### src/rtl/i2s_pkg.sv
// Shared types and constants for the I2S DAC transmitter.
package i2s_pkg;

  localparam int SAMPLE_W   = 16;
  localparam int SLOT_BITS  = 32;
  localparam int FRAME_BITS = 64;

  typedef struct packed {
    logic [SAMPLE_W-1:0] left;
    logic [SAMPLE_W-1:0] right;
  } stereo_t;

  typedef enum logic {
    IDLE = 1'b0,
    RUN  = 1'b1
  } tx_state_t;

endpackage

### src/rtl/stereo_fifo.sv
// Synchronous stereo sample-pair FIFO with occupancy output.
// A write while full is still accepted when a read happens in the same cycle.
module stereo_fifo
  import i2s_pkg::*;
#(
  parameter int DEPTH = 4,
  localparam int AW = $clog2(DEPTH),
  localparam int LW = AW + 1
) (
  input  logic          clk,
  input  logic          rst_n,
  input  logic          wr_en,
  input  stereo_t       wr_data,
  input  logic          rd_en,
  output stereo_t       rd_data,
  output logic [LW-1:0] level,
  output logic          full,
  output logic          empty
);

  stereo_t       mem [DEPTH];
  logic [AW-1:0] wr_ptr;
  logic [AW-1:0] rd_ptr;
  logic          do_wr;
  logic          do_rd;

  assign full    = (level == LW'(DEPTH));
  assign empty   = (level == '0);
  assign do_rd   = rd_en && !empty;
  assign do_wr   = wr_en && (!full || do_rd);
  assign rd_data = mem[rd_ptr];

  // Sample storage; contents need no reset because level gates all reads.
  always_ff @(posedge clk) begin
    if (do_wr) begin
      mem[wr_ptr] <= wr_data;
    end
  end

  // Pointers and occupancy count.
  always_ff @(posedge clk or negedge rst_n) begin
    if (!rst_n) begin
      wr_ptr <= '0;
      rd_ptr <= '0;
      level  <= '0;
    end else begin
      if (do_wr) wr_ptr <= wr_ptr + AW'(1);
      if (do_rd) rd_ptr <= rd_ptr + AW'(1);
      case ({do_wr, do_rd})
        2'b10:   level <= level + LW'(1);
        2'b01:   level <= level - LW'(1);
        default: level <= level;
      endcase
    end
  end

endmodule

### src/rtl/i2s_dac_tx.sv
// I2S master transmitter for a WM8731-style DAC: sample-pair FIFO, bclk divider,
// 64-bit frame sequencer and MSB-first shifter with one-bit I2S delay.
// Build option: define I2S_TX_HOLD_LAST_EN to repeat the last transmitted pair on
// FIFO underrun; otherwise an underrun transmits zeros on both channels.
module i2s_dac_tx
  import i2s_pkg::*;
#(
  parameter int BCLK_DIV   = 4,
  parameter int FIFO_DEPTH = 4,
  localparam int LW = $clog2(FIFO_DEPTH) + 1
) (
  input  logic                sys_clk,
  input  logic                sys_rst_n,
  input  logic                tx_enable,
  input  logic                in_de,
  input  logic [SAMPLE_W-1:0] in_left,
  input  logic [SAMPLE_W-1:0] in_right,
  output logic                in_ready,
  output logic                i2s_bclk,
  output logic                i2s_lrc,
  output logic                i2s_dacdat,
  output logic                underflow,
  output logic                overflow,
  output logic [LW-1:0]       fifo_level
);

  localparam int DW  = $clog2(BCLK_DIV);
  localparam int BW  = $clog2(FRAME_BITS);
  localparam int SPW = $clog2(SLOT_BITS);

  tx_state_t               state;
  tx_state_t               state_next;
  logic [DW-1:0]           div_cnt;
  logic [BW-1:0]           bit_cnt;
  logic [BW-1:0]           next_bit;
  logic [SPW-1:0]          slot_pos;
  logic [2*SAMPLE_W-1:0]   shreg;
  logic                    div_wrap;
  logic                    fall;
  logic                    frame_end;
  logic                    data_slot;
  logic                    load;
  logic                    pop;
  logic                    fifo_full;
  logic                    fifo_empty;
  stereo_t                 fifo_rd_data;
  stereo_t                 underrun;

  stereo_fifo #(
    .DEPTH(FIFO_DEPTH)
  ) u_fifo (
    .clk     (sys_clk),
    .rst_n   (sys_rst_n),
    .wr_en   (in_de),
    .wr_data ('{left: in_left, right: in_right}),
    .rd_en   (pop),
    .rd_data (fifo_rd_data),
    .level   (fifo_level),
    .full    (fifo_full),
    .empty   (fifo_empty)
  );

  assign in_ready = (fifo_level != LW'(FIFO_DEPTH));
  assign pop      = load && !fifo_empty;

`ifdef I2S_TX_HOLD_LAST_EN
  stereo_t last_pair;

  // Remember the most recently popped pair for replay on underrun.
  always_ff @(posedge sys_clk or negedge sys_rst_n) begin
    if (!sys_rst_n) begin
      last_pair <= '0;
    end else if (pop) begin
      last_pair <= fifo_rd_data;
    end
  end

  assign underrun = last_pair;
`else
  assign underrun = '0;
`endif

  // State register.
  always_ff @(posedge sys_clk or negedge sys_rst_n) begin
    if (!sys_rst_n) begin
      state <= IDLE;
    end else begin
      state <= state_next;
    end
  end

  // Next state, bclk edge decode and frame-load request.
  always_comb begin
    state_next = state;
    load       = 1'b0;
    div_wrap   = (div_cnt == DW'(BCLK_DIV - 1));
    fall       = (state == RUN) && div_wrap && i2s_bclk;
    frame_end  = fall && (bit_cnt == BW'(FRAME_BITS - 1));
    next_bit   = bit_cnt + BW'(1);
    slot_pos   = next_bit[SPW-1:0];
    data_slot  = (slot_pos != '0) && (slot_pos <= SPW'(SAMPLE_W));
    case (state)
      IDLE: begin
        if (tx_enable) begin
          state_next = RUN;
          load       = 1'b1;
        end
      end
      RUN: begin
        if (frame_end) begin
          if (tx_enable) begin
            load = 1'b1;
          end else begin
            state_next = IDLE;
          end
        end
      end
      default: state_next = IDLE;
    endcase
  end

  // Divider, bit counter, serial outputs, shifter and event pulses.
  // Counters and outputs sit at zero throughout IDLE, which already gives the
  // RUN entry values, so only the frame load is needed on entry.
  always_ff @(posedge sys_clk or negedge sys_rst_n) begin
    if (!sys_rst_n) begin
      div_cnt    <= '0;
      bit_cnt    <= '0;
      i2s_bclk   <= 1'b0;
      i2s_lrc    <= 1'b0;
      i2s_dacdat <= 1'b0;
      shreg      <= '0;
      underflow  <= 1'b0;
      overflow   <= 1'b0;
    end else begin
      underflow <= load && fifo_empty;
      overflow  <= in_de && fifo_full && !pop;
      if (state == RUN) begin
        if (state_next == IDLE) begin
          div_cnt    <= '0;
          bit_cnt    <= '0;
          i2s_bclk   <= 1'b0;
          i2s_lrc    <= 1'b0;
          i2s_dacdat <= 1'b0;
        end else begin
          if (div_wrap) begin
            div_cnt  <= '0;
            i2s_bclk <= ~i2s_bclk;
          end else begin
            div_cnt <= div_cnt + DW'(1);
          end
          if (fall) begin
            bit_cnt    <= next_bit;
            i2s_lrc    <= next_bit[BW-1];
            i2s_dacdat <= data_slot ? shreg[2*SAMPLE_W-1] : 1'b0;
            if (data_slot) begin
              shreg <= shreg << 1;
            end
          end
        end
      end
      if (load) begin
        shreg <= pop ? fifo_rd_data : underrun;
      end
    end
  end

endmodule

### config.mk
export PLATFORM = sky130hd
export DESIGN_NAME = i2s_dac_tx
export DESIGN_NICKNAME = d
export VERILOG_FILES = /design/src/rtl/i2s_pkg.sv /design/src/rtl/stereo_fifo.sv /design/src/rtl/i2s_dac_tx.sv
export SDC_FILE = /design/constraint.sdc
export NUM_CORES = 1
export LEC_CHECK = 0
export ABC_AREA = 1
export CORE_MARGIN = 1
export CORE_UTILIZATION = 64
export DETAILED_ROUTE_END_ITERATION = 10
export PLACE_DENSITY = 0.91
export SYNTH_ARGS = -nofsm -noshare
export SYNTH_HDL_FRONTEND = slang
export SYNTH_HIERARCHICAL = 1
export SYNTH_SLANG_ARGS = --single-unit
### constraint.sdc
create_clock -name sys_clk -period 7.4 [get_ports sys_clk]
set_input_delay 1.85 -clock sys_clk [delete_from_list [all_inputs] [get_ports sys_clk]]
set_output_delay 1.85 -clock sys_clk [all_outputs]
set_load 0.1 [all_outputs]
* Word level (Yosys, flattened, before mapping)
Memory sizes are Yosys's and may differ from the RTL's. Index checks and enable logic that the tools add are counted.
Word-level totals: register bits 53, memory bits (writable) 128, input bits 36, output and inout port bits 9, logic and storage cells 79, memories 1
Memory list:
- u_fifo.mem | words 4, bits a word 32, read ports 1, clocked after memory_dff 0, write ports 1, RTL line stereo_fifo.sv:21 | stereo_t mem [DEPTH];
Operators by class: $add $sub $neg 6, $lt $le $gt $ge 1, equality and inequality tests 8, muxes and demuxes 25, bitwise gates (word level) 2, reductions and logical operators 24
Operators by type and width (number):
- $mux W32 | 6
- $mux W1 | 12
- $mux W6 | 2
- $logic_and A1 B1 Y1 | 10
- $reduce_bool A2 Y1 | 5
- $add A2 B1 Y2 const B | 3
- $add A6 B1 Y6 const B | 1
- $eq A6 B6 Y1 const B | 1
- $pmux W3 S2 | 1
- $le A5 B5 Y1 const B | 1
- $reduce_bool A5 Y1 | 1
- $eq A2 B2 Y1 const B | 2
- $mux W2 | 2
- $ne A2 B1 Y1 const B | 2
- $pmux W1 S2 | 2
- $reduce_and A2 Y1 | 2
- $reduce_and A4 Y1 | 1
- $add A3 B1 Y3 const B | 1
- $eq A3 B3 Y1 const B | 1
- $logic_not A1 Y1 | 3
- $logic_not A3 Y1 | 1
- $ne A3 B3 Y1 const B | 1
- $sub A3 B1 Y3 const B | 1
- $eq A2 B1 Y1 const B | 1
- other kinds (2) | 3

* Logic depth before layout (Yosys ltp)
depth in word-level cells 12, depth in mapped cells 15, depth with buffers taken out 14

* Cells and area by module
Netlist, hierarchy kept.
Modules (own cells, without submodules):
- stereo_fifo | times used 1, cells each 366, area an instance 5223.8 um^2, sequential area each 4018.9 um^2
- i2s_dac_tx | times used 1, cells each 329, area an instance 2407.3 um^2, sequential area each 1126.1 um^2

* Worst setup path before layout
OpenSTA, ideal clock, no wires.
path kind input port to flip-flop, start point input port tx_enable, end point memory u_fifo/mem[0][0] in the netlist's numbering, enable pin, library setup time 0.421 ns, data arrival time 3.937 ns, required time 6.979 ns, setup slack 3.042 ns, stages on the path 7, path buffers 1, cells stage by stage nand3_1 > nand2_2 > inv_2 > buf_6 > nor2_2 > o21ai_4 > nor2_1
On the way: word-level cells in the longest chain between the ends 9
RTL lines:
- from (decl) | RTL line i2s_dac_tx.sv:14 | input logic tx_enable,
- $mux W1 (*) | RTL line i2s_dac_tx.sv:104, i2s_dac_tx.sv:111
- $mux W1 | RTL line i2s_dac_tx.sv:110 | if (frame_end) begin
- $pmux W1 S2 (*) | RTL line i2s_dac_tx.sv:102 | case (state)
- $logic_and A1 B1 Y1 (*) | RTL line i2s_dac_tx.sv:64 | assign pop = load && !fifo_empty;
- via pop | RTL line i2s_dac_tx.sv:43 | logic pop;
- $logic_and A1 B1 Y1 (*) | RTL line stereo_fifo.sv:29 | assign do_rd = rd_en && !empty;
- $logic_or A1 B1 Y1 (*) | RTL line stereo_fifo.sv:30 | assign do_wr = wr_en && (!full || do_rd);
- $logic_and A1 B1 Y1 (*) | RTL line stereo_fifo.sv:30
- $mux W1 (*) | RTL line stereo_fifo.sv:35 | if (do_wr) begin
- $mux W1 (not written as such) (*) | RTL line stereo_fifo.sv:36 | mem[wr_ptr] <= wr_data;
- to (decl) | RTL line stereo_fifo.sv:21
The timed path passes the listed nets; every way through them passes the cells marked *.

* Final worst setup path
start point input port tx_enable, end point register u_fifo.level[2]
On the way: word-level cells in the longest chain between the ends 9, elaborated cells on any way between the ends 11, classes of those cells 2 x eq/ne; 4 x mux; 5 x reduce/logical
RTL lines:
- $mux W1 (*) | RTL line i2s_dac_tx.sv:104, i2s_dac_tx.sv:111
- $mux W1 | RTL line i2s_dac_tx.sv:110
- $pmux W1 S2 (*) | RTL line i2s_dac_tx.sv:102
- $logic_and A1 B1 Y1 (*) | RTL line i2s_dac_tx.sv:64
- via pop | RTL line i2s_dac_tx.sv:43
- $logic_and A1 B1 Y1 (*) | RTL line stereo_fifo.sv:29
- $logic_or A1 B1 Y1 | RTL line stereo_fifo.sv:30
- $logic_and A1 B1 Y1 | RTL line stereo_fifo.sv:30
- $eq A2 B1 Y1 / $eq A2 B2 Y1 (equally long branches) | RTL line stereo_fifo.sv:49 | case ({do_wr, do_rd})
- $pmux W3 S2 / $reduce_bool A2 Y1 (equally long branches)
- to (signal assigned) | RTL line stereo_fifo.sv:50 | 2'b10: level <= level + LW'(1);
- to (signal assigned) | RTL line stereo_fifo.sv:51 | 2'b01: level <= level - LW'(1);
- to (signal assigned) | RTL line stereo_fifo.sv:52 | default: level <= level;
- to (decl) | RTL line stereo_fifo.sv:16 | output logic [LW-1:0] level,
Marked as above. A chain may end at the register's enable or synchronous reset.

==> impl_results.md <==
* Fin crit share at about 64%
* Final setup TNS at 0 ps
* Placed Cells at 850
* Syn Nets at approximately 740
* Max_cap viols at 0
* Routability cong. at 0.8260
* Post-DP HPWL at ~9 mm
* CORE AREA at 11,520 sq um
* Worst-path clk slew at around 70 ps
* Multi-input gate area at between 2000 and 2500 sq um
* Cell family with most CP delay: simple AND/OR/NAND/NOR gates
* Final instance area at about 8600 sq um
* YS warnings at 6
* DR vias at between 5k and 6k
* Area growth syn-to-layout at 12.97%
* Syn Inst Count at 695
* Dpl cell area at just over 8000 sq um
* Reg2reg start: bit_cnt[0]
* Internal cell power at around 2.1 mW
* IO buf count at 44
* CP most frequent cell: nand3_1
* Worst slew margin at about a quarter
* VDD IR-drop max at around 0.23 mV
* CP Launch Type: input pin
* Leakage at 3.501 nW
* Reg area at approximately 5100 sq um
* Syn Area/Cell at ~11 sq um
* All-Layer GR Usage at a little over a quarter
* Bufs and invs on worst path at 4
* Vias in the first global route at about 5.2k
* Starting DRT DRC Count at approximately 800
* Final Net Count at a little under 800
* Hold Path Origin: shreg[0]
* Initial antenna violation count at 0
* Setup WS pre-CTS at 2256 ps
* CTS tree: done
* First-pass DRT Iterations at 6
* CTS HTree Levels at 4
* Die width at between 100 and 150 um
* Seq cells post-synth at 180
* CP Max Fanout at 66
* Comb power frac at around a third
* Fin cells at 882
* Die H at about 110 um
* Critical setup path kind: input pin to flip-flop
* Num ports at 45
* Antenna cells at 0
* Detailed-route wire length per cell at 17.94 um
* Max-slew violations at 0
* Clock Power Share at around a quarter
* Part of the power in registers at 43.2%
* Rows at 39
* Pwr Density at around 380 nW/um^2
* Worst-Skew Late Latency at approximately 440 ps
* Final Hold Viols at 0
* Share of post-route cells with drive strength above 1 at around 8.9%
* CTS sink count at 180
* Setup crit start: tx_enable
* Hold_buf cts at 0
* Unrepaired setup endpoints after global routing: false
* Total CTS buffers at 17
* Final Util at 74.86%
* Grt ovf at 0
* Worst Slack Setup Final at 2646 ps
* Switching share of power at roughly 38%
* Final Setup Violations at 0
* Largest net degree at the start of global routing at 67
* Setup crit end kind: flip-flop
* Crit path cell chain: clkdlybuf4s50_1 > nand3_1 > nand2_2 > inv_2 > nor2_2 > nand3_1 > fa_1 > inv_1 > nand4_1 > nand3_1 > nand2_1 > inv_1
* CP max stage cell: inv_2
* CTS root buf: clkbuf_16
* Via/cell ratio at 6.101
* Final Skew at around 6.3 ps
* Outcome: finished clean
* Starting Density at 66.26%
* First-pass GRT wire length at around 26 mm
* Routed WL at between 15 and 20 mm
* Mapped Area at around 7600 sq um
* Register area share after synthesis at 67.42%
* Resized Gates After CTS at 0
* Post-route minimum period at approximately 4800 ps
* Sw power at between 1 and 1.5 mW
* Critical path arrival at 5130 ps
* Clock Tree Buf Depth at 2
* CP peak stage delay at about 570 ps
* Fill cells at 662
* Antenna-violating nets left at 0
* F_max at ~0.21 GHz
* Critical Path RT at roughly 7800 ps
* Postcts setup bufs at 0
* Slew @ Worst Pin at 1111 ps
* Hold crit path type: flip-flop to flip-flop
* Cell variety after synth at 29
* Die Area at about 12,000 sq um
* # DRC at 0
-- synth_stat cells --
cell,count,area share (%)
nor2_4,1,0.15
o22ai_1,34,2.8
buf_4,4,0.39
fa_1,1,0.26
buf_2,14,0.92
nand3_2,2,0.26
ha_1,6,0.98
nor2_2,4,0.33
nand3_1,73,4.8
nand2_2,5,0.41
nand2_4,1,0.15
xor2_1,4,0.46
nor2_1,76,3.7
or2_2,1,0.082
inv_2,5,0.25
nand3_4,1,0.23
dfrtp_1,52,17
inv_1,29,1.4
edfxtp_1,128,50
a21oi_1,4,0.26
clkbuf_1,12,0.59
o21ai_4,1,0.21
nand4_1,4,0.33
nor3_1,2,0.13
o21ai_1,23,1.5
nand2_1,151,7.4
buf_6,9,1.3
a21o_1,1,0.098
o21ai_0,47,3.1
-- sequential cells by signal (all words and copies together) (netlist names), 2 cells and up --
| name | flops |
|---|---|
| shreg | 32 |
| u_fifo/rd_ptr | 2 |
| div_cnt | 2 |
| u_fifo/wr_ptr | 2 |
| u_fifo/mem | 128 |
| bit_cnt | 5 |
| u_fifo/level | 3 |
-- cells in the final DEF, fill, tap and decap left out, drive strengths merged, types with 2 or more instances in the layout --
cell type      Yosys  layout
nand4              4       4
edfxtp           128     128
nor3               2       2
nand2            157     157
clkbuf            12      18
xor2               4       4
ha                 6       6
clkinv             0       4
nand3             76      76
buf               27       8
inv               34      42
clkdlybuf4s50      0      43
o22ai             34      34
a21oi              4       4
dfrtp             52      52
clkinvlp           0       2
nor2              81      81
o21ai             71      71
-- worst register-to-register path: cells and delay by family (launching register included) --
family / cells / cell delay [ps]
simple gates: 9 / 1850
buf+inv: 3 / 730
fa+ha+maj: 2 / 700
flops: 1 / 420
-- logic make-up after synthesis --
group	share of synthesized area, %
adder cells (fa/ha/maj)	1.246
buffers and inverters	4.902
AND/OR/NAND/NOR	18.02
XOR/XNOR	0.4590
AO/OA/AOI/OAI	7.952
flip-flops	67.42
-- final timing paths --
check | to | slack (ps) | depth (start not counted)
setup / recovery | u_fifo/level[2] | 2650 | 12
hold / removal | shreg[0] | 520 | 2
setup reg to reg | u_fifo/level[2] | 3640 | 14
hold reg to reg | shreg[0] | 520 | 2
max in group asynchronous | u_fifo/rd_ptr[0] | 5410 | 2
min in group asynchronous | u_fifo/level[0] | 1520 | 2
-- per-stage QoR --
stage,hold slack (ps),total power [mW]
finish,519.4,3.309
global placement,475.8,2.407
floorplan,457.0,2.209
global route,542.4,3.468
CTS,508.9,3.306
detailed placement,491.8,2.467
-- power by group through the flow --
stage          combinational (mW)  sequential (mW)  clock (mW)
6_report                     1.04             1.43       0.841
5_1_grt                      1.13             1.45       0.891
4_1_cts                      1.03             1.43       0.850
3_5_place_dp                 1.02             1.44           0
3_3_place_gp                0.981             1.43           0
2_1_floorplan               0.679             1.53           0
-- cell type report --
class | instances | share of cell area, %
multi-input combinational | 442 | 24.62
clock buffer | 18 | 5.094
sequential | 180 | 59.70
tap | 143 | 2.075
inverter | 34 | 1.480
timing repair buffer | 51 | 5.660
clock inverter | 14 | 1.379
-- metal layers --
metal / GRT usage, % / routed length [um] / share of wire (%)
met5: 0 / 0 / 0
met4: 14.50 / 412 / 2.6
met3: 5.850 / 1238 / 7.8
met2: 43.63 / 7964 / 50
met1: 35.16 / 6204 / 39
(Power assumes the default switching activity.)
